<file path="config.mk">
export PLATFORM = sky130hd
export DESIGN_NAME = instr_fetch
export DESIGN_NICKNAME = d
export VERILOG_FILES = /design/src/rtl/instr_fetch.sv
export SDC_FILE = /design/constraint.sdc
export NUM_CORES = 1
export LEC_CHECK = 0
export CORE_MARGIN = 3
export CORE_UTILIZATION = 52
export DETAILED_ROUTE_END_ITERATION = 16
export HOLD_SLACK_MARGIN = 0.1
export PLACE_DENSITY = 0.8
export SYNTH_ARGS = -nofsm -noshare
export SYNTH_HDL_FRONTEND = slang
export SYNTH_SLANG_ARGS = --single-unit
</file>
<file path="constraint.sdc">
create_clock -name clk -period 3.5 [get_ports clk]
set_clock_uncertainty 0.2 [all_clocks]
set_input_delay 0.525 -clock clk [delete_from_list [all_inputs] [get_ports clk]]
set_output_delay 0.525 -clock clk [all_outputs]
set_load 0.02 [all_outputs]
</file>
<file path="src/rtl/instr_fetch.sv">
// ---------------------------------------------------------------------------
// instr_fetch
//   Instruction fetch front end: holds the fetch PC, issues word-aligned
//   requests to instruction memory, and buffers returned words together with
//   their PCs in a 2-entry FIFO that feeds the decode stage.
//
// Parameters
//   RESET_PC       first fetch address after reset (byte address)
//
// Ports
//   clk            clock, all state updates on the rising edge
//   rst            synchronous active-high reset
//   redirect       taken branch/jump; restart fetching at redirect_addr
//   redirect_addr  new fetch address, bits [1:0] ignored
//   imem_req       instruction memory request valid
//   imem_addr      word-aligned byte address of the request
//   imem_ack       memory returns imem_data for the current request
//   imem_data      instruction word, sampled on imem_req && imem_ack
//   if_valid       FIFO head holds a valid instruction
//   if_instr       instruction at the FIFO head
//   if_pc          byte address of if_instr
//   if_ready       downstream consumes the head on if_valid && if_ready
// ---------------------------------------------------------------------------
module instr_fetch #(
  parameter logic [31:0] RESET_PC = 32'h0000_0028
) (
  input  logic        clk,
  input  logic        rst,
  input  logic        redirect,
  input  logic [31:0] redirect_addr,
  output logic        imem_req,
  output logic [31:0] imem_addr,
  input  logic        imem_ack,
  input  logic [31:0] imem_data,
  output logic        if_valid,
  output logic [31:0] if_instr,
  output logic [31:0] if_pc,
  input  logic        if_ready
);

  typedef enum logic [1:0] {
    IDLE  = 2'd0,
    FETCH = 2'd1,
    DRAIN = 2'd2
  } state_t;

  state_t      state;
  state_t      state_nxt;

  logic [31:0] pc;
  logic [31:0] drain_addr;
  logic [31:0] redirect_pc;

  // FIFO storage: entry 0 is always the head.
  logic [31:0] e0_pc;
  logic [31:0] e0_instr;
  logic [31:0] e1_pc;
  logic [31:0] e1_instr;
  logic [1:0]  count;

  logic        pop;
  logic        push;
  logic [1:0]  occ_after_pop;
  logic [1:0]  occ_after;

  assign redirect_pc = {redirect_addr[31:2], 2'b00};

  // Pop needs a valid head; push only happens for a live (non-draining,
  // non-redirected) request, so acks while idle are ignored.
  assign pop  = (count != 2'd0) && if_ready;
  assign push = (state == FETCH) && imem_ack && !redirect;

  always_comb begin
    occ_after_pop = count - {1'b0, pop};
    occ_after     = occ_after_pop + {1'b0, push};
  end

  // -------------------------------------------------------------------------
  // State register
  // -------------------------------------------------------------------------
  always_ff @(posedge clk) begin
    if (rst) begin
      state <= IDLE;
    end else begin
      state <= state_nxt;
    end
  end

  // -------------------------------------------------------------------------
  // Next-state logic
  // -------------------------------------------------------------------------
  always_comb begin
    state_nxt = state;
    case (state)
      IDLE: begin
        // A redirect flushes the FIFO, so it always leaves room to fetch.
        if (redirect || (occ_after_pop < 2'd2)) begin
          state_nxt = FETCH;
        end
      end
      FETCH: begin
        if (redirect) begin
          // An outstanding request must complete before fetching the new
          // target; if it completes this cycle its data is simply dropped.
          state_nxt = imem_ack ? FETCH : DRAIN;
        end else if (imem_ack) begin
          state_nxt = (occ_after < 2'd2) ? FETCH : IDLE;
        end
      end
      DRAIN: begin
        if (imem_ack) begin
          state_nxt = FETCH;
        end
      end
      default: state_nxt = IDLE;
    endcase
  end

  // -------------------------------------------------------------------------
  // Output logic
  // -------------------------------------------------------------------------
  always_comb begin
    imem_req  = 1'b0;
    imem_addr = pc;
    case (state)
      IDLE: begin
        imem_req  = 1'b0;
        imem_addr = pc;
      end
      FETCH: begin
        imem_req  = 1'b1;
        imem_addr = pc;
      end
      DRAIN: begin
        // PC may already hold the redirect target; the abandoned request
        // must keep presenting its original address until acked.
        imem_req  = 1'b1;
        imem_addr = drain_addr;
      end
      default: begin
        imem_req  = 1'b0;
        imem_addr = pc;
      end
    endcase
  end

  // -------------------------------------------------------------------------
  // Fetch PC and abandoned-request address
  // -------------------------------------------------------------------------
  always_ff @(posedge clk) begin
    if (rst) begin
      pc         <= RESET_PC;
      drain_addr <= '0;
    end else begin
      if (redirect) begin
        pc <= redirect_pc;
      end else if (push) begin
        pc <= pc + 32'd4;
      end
      if ((state == FETCH) && redirect && !imem_ack) begin
        drain_addr <= pc;
      end
    end
  end

  // -------------------------------------------------------------------------
  // 2-entry FIFO
  // -------------------------------------------------------------------------
  always_ff @(posedge clk) begin
    if (rst) begin
      count    <= '0;
      e0_pc    <= '0;
      e0_instr <= '0;
      e1_pc    <= '0;
      e1_instr <= '0;
    end else if (redirect) begin
      count <= '0;
    end else begin
      case ({push, pop})
        2'b11: begin
          // Simultaneous push and pop: occupancy unchanged, order kept.
          if (count == 2'd1) begin
            e0_pc    <= pc;
            e0_instr <= imem_data;
          end else begin
            e0_pc    <= e1_pc;
            e0_instr <= e1_instr;
            e1_pc    <= pc;
            e1_instr <= imem_data;
          end
        end
        2'b10: begin
          if (count == 2'd0) begin
            e0_pc    <= pc;
            e0_instr <= imem_data;
            count    <= 2'd1;
          end else if (count == 2'd1) begin
            e1_pc    <= pc;
            e1_instr <= imem_data;
            count    <= 2'd2;
          end
        end
        2'b01: begin
          e0_pc    <= e1_pc;
          e0_instr <= e1_instr;
          count    <= count - 2'd1;
        end
        default: begin
          count <= count;
        end
      endcase
    end
  end

  assign if_valid = (count != 2'd0);
  assign if_pc    = e0_pc;
  assign if_instr = e0_instr;

endmodule

</file>
==> impl_metrics.csv, run 1 <==
group,metric,value,unit
timing,fin_crit_sh,89.03,%
floorplanning,die_x,135.0,um
drt,postRouteAntennaNets,0,
drt,dr.pass1.iters,5,
timing,slew_headroom,46.71,%
place,port_buffers,162,
timing,setup_viol,0,
synthesis,synth-seq-cells,192,
drt,wire_per_inst,16.56,um
cells_and_area,syn2layout_area_growth,26.20,%
setup_path,r2r_cells,10,
clock_network,post_cts_buffers,0,
synthesis,syn_area,8648,um2
synthesis,syn_inst,1063,
place,place_area,10370,um2
synthesis,yosys-top-cells-count,"214 x nand2_1, 192 x dfxtp_1, 103 x a21oi_1",
timing,drv_slew,0,
synthesis,async_flop_share,0,%
cells_and_area,nFillCells,1291,
hold_path,hold_path_class,"reg2reg",
status,status,"completed",
floorplanning,io_pins,167,
timing,fin_crit,3116,ps
setup_path,endpoint_kind,"output pin",
synthesis,synth-compound-area-share,23.10,%
clock_network,cts_buffers,17,
global_route,grtUsageTotal,24.78,%
setup_path,crit_fanout,37,
cells_and_area,antenna_cells,0,
timing,max_freq,320.9,MHz
clock_network,clkTransAtPathRegs,60,ps
power,powerDensity,462.8,nW/um2
clock_network,htree_levels,4,
global_route,grt_pass1_wl,36.96,mm
clock_network,clkLatencyLatePin,430,ps
synthesis,synth-main-ff-cell,"dfxtp_1",
drt,vias,8053,
clock_network,cts_sinks,192,
floorplanning,rows,46,
drt,route.detailed.drc,0,
power,p_total,5051,uW
clock_network,cts-root-buf,"clkbuf_16",
place,post-dp-hpwl,15.02,mm
floorplanning,die_h,135.0,um
clock_network,cts_hold_buf,0,
timing,setup_tns,0,ps
setup_path,critPathMaxStageDelay,560,ps
global_route,grt_max_degree,129,
synthesis,synth_warnings,0,
timing,setup_slack,383.9,ps
synthesis,synth_top_family_by_area,"compound AO/OA/AOI/OAI gates",
synthesis,synth_fa_ha_area_share,1.736,%
hold_path,worstHoldPathCells,2,
cells_and_area,nNetsFinal,1241,
place,globalplace.congestion,0.8622,
power,ir_drop,0.0003540,V
drt,drt_iter0_markers,565,
drt,routed_via_density,5.806,
setup_path,slowest_stage,"clkdlybuf4s50_1",
cells_and_area,drive_gt1_share,7.600,%
setup_path,crit_type,"reg2out",
setup_path,cp-start-kind,"flop",
clock_network,clk_path_buf_depth,2,
synthesis,synth_edf_count,0,
setup_path,cp.required,2770,ps
synthesis,synth_area_leader_cell,"dfxtp_1",
synthesis,synth_xor_area_share,0.8102,%
global_route,overflow,0,
floorplanning,die_area,18210,um2
global_route,antenna_found_initial,0,
timing,rsz0062_at_grt,"no",
synthesis,muxShareOfSynthArea,3.371,%
clock_network,cts_tree,"built",
synthesis,ys_seq_area_share,44.44,%
power,power_leakage,0.003485,uW
timing,finalHoldViolations,0,
run,max_cap_violations,0,
synthesis,synth_cell_types,57,
cells_and_area,postLayoutCellArea,10910,um2
setup_path,cp.arrival,2390,ps
floorplanning,start_util,53.86,%
place,place_ws,194.7,ps
drt,wl,22.96,mm
synthesis,synth_most_common_cell,"nand2_1",
synthesis,netlist_top_cells_area,"dfxtp_1 44%, nand2_1 9.3%, a21oi_1 6.0%",
floorplanning,core-area,16060,um2
cells_and_area,final_core_util,67.97,%
global_route,grt_pass1_vias,7354,
synthesis,syn_avg_cell_area,8.136,um2
setup_path,path_cells,"inv_1 -> ha_1 -> buf_4 -> mux2_2 -> clkdlybuf4s50_1",
timing,tightest_slew,799.4,ps
synthesis,synth_top_area_share,44.44,%
synthesis,synth-simple-area-share,20.52,%
## flip-flops by register name (all words and copies together) (netlist names)
name,count
count,2
drain_addr,30
e1_instr,32
e1_pc,32
if_instr,32
if_pc,32
pc,30
state,2
## worst max-delay path, delay by kind of cell (launching register included)
family	cells	cell delay, ps
adder cells (fa/ha/maj)	1	140
buffers and inverters	3	1040
flip-flops	1	340
multiplexers	1	400
## cell type report
class | instances | area, um2 | area share (%)
multi-input cells | 745 | 4328 | 39.65
flip-flops and latches | 192 | 3844 | 35.22
repair buffers | 186 | 1866 | 17.09
clock buffers | 21 | 450.4 | 4.127
well taps | 216 | 270.3 | 2.476
clock inverters | 9 | 88.84 | 0.8139
inverters | 18 | 67.56 | 0.6191
## cells in the final DEF (no fill, tap or decap), drive strengths merged, types with 6 or more instances in the layout
cell and n:
o21ai 16, and2 10, clkbuf 21, mux2 25
a311oi 11, and4 7, dfxtp 192, buf 25
nand2 214, nand4 15, ha 12, a211oi 67
a22oi 62, inv 18, nand2b 7, o31ai 8
a21oi 103, nand3 16, o211ai 6, or4 9
nor2 89, clkdlybuf4s50 161
## kinds of logic after synthesis
kind of cell,Yosys count
AO/OA/AOI/OAI,301
XOR/XNOR,8
adder cells (fa/ha/maj),12
buffers and inverters,127
flip-flops,192
multiplexers,26
other,1
AND/OR/NAND/NOR,396
## power breakdown
part           total, uW  switching [uW]  leakage, uW  internal (uW)
Combinational        870             483      0.00167            387
Sequential          2370            91.3      0.00156           2280
Clock               1810             821     0.000255            992
Total               5050            1400      0.00349           3660
## stage by stage
stage / cells / hold slack, ps
4_1_cts: 1387 / 254.9
3_5_place_dp: 1357 / 246.0
3_3_place_gp: 1357 / 237.9
5_1_grt: 1387 / 265.9
6_report: 1387 / 253.2
2_1_floorplan: 1064 / 232.9
## per-layer routing
layer,wire [um],global-route usage [%],share of wire [%]
met1,9945,33.45,43
met4,418,7.111,1.8
met3,1656,4.881,7.2
met2,10940,40.63,48
met5,0,0,0
## path summary, 6_finish.rpt
| path | end | startpoint | slack (ps) |
|---|---|---|---|
| setup / recovery | imem_addr[12] | state[0] | 380 |
| hold reg to reg | e1_instr[28] | e1_instr[28] | 250 |
| setup reg to reg | e1_instr[20] | state[1] | 390 |
| hold / removal | e1_instr[28] | e1_instr[28] | 250 |
## repair_timing
action | CTS | global route
gates resized for setup | 0 | 1
setup endpoints to repair | 0 | 21
hold endpoints to repair | 0 | 0
(Power assumes the default switching activity.)
==> run 2, diff against run 1 <==
--- a/config.mk
+++ b/config.mk
@@ -10,6 +10,7 @@
 export DETAILED_ROUTE_END_ITERATION = 16
 export HOLD_SLACK_MARGIN = 0.1
 export PLACE_DENSITY = 0.8
+export SLEW_MARGIN = 15
 export SYNTH_ARGS = -nofsm -noshare
 export SYNTH_HDL_FRONTEND = slang
 export SYNTH_SLANG_ARGS = --single-unit
==> results of run 2 <==
Same layout as run 1: the final DEF is identical, and so are final timing and power.
==> run 3, diff against run 2 <==
--- a/config.mk
+++ b/config.mk
@@ -8,6 +8,7 @@
 export CORE_MARGIN = 3
 export CORE_UTILIZATION = 52
 export DETAILED_ROUTE_END_ITERATION = 16
+export GPL_ROUTABILITY_DRIVEN = 0
 export HOLD_SLACK_MARGIN = 0.1
 export PLACE_DENSITY = 0.8
 export SLEW_MARGIN = 15
==> results of run 3 <==
Same layout as run 1: the final DEF is identical, and so are final timing and power.
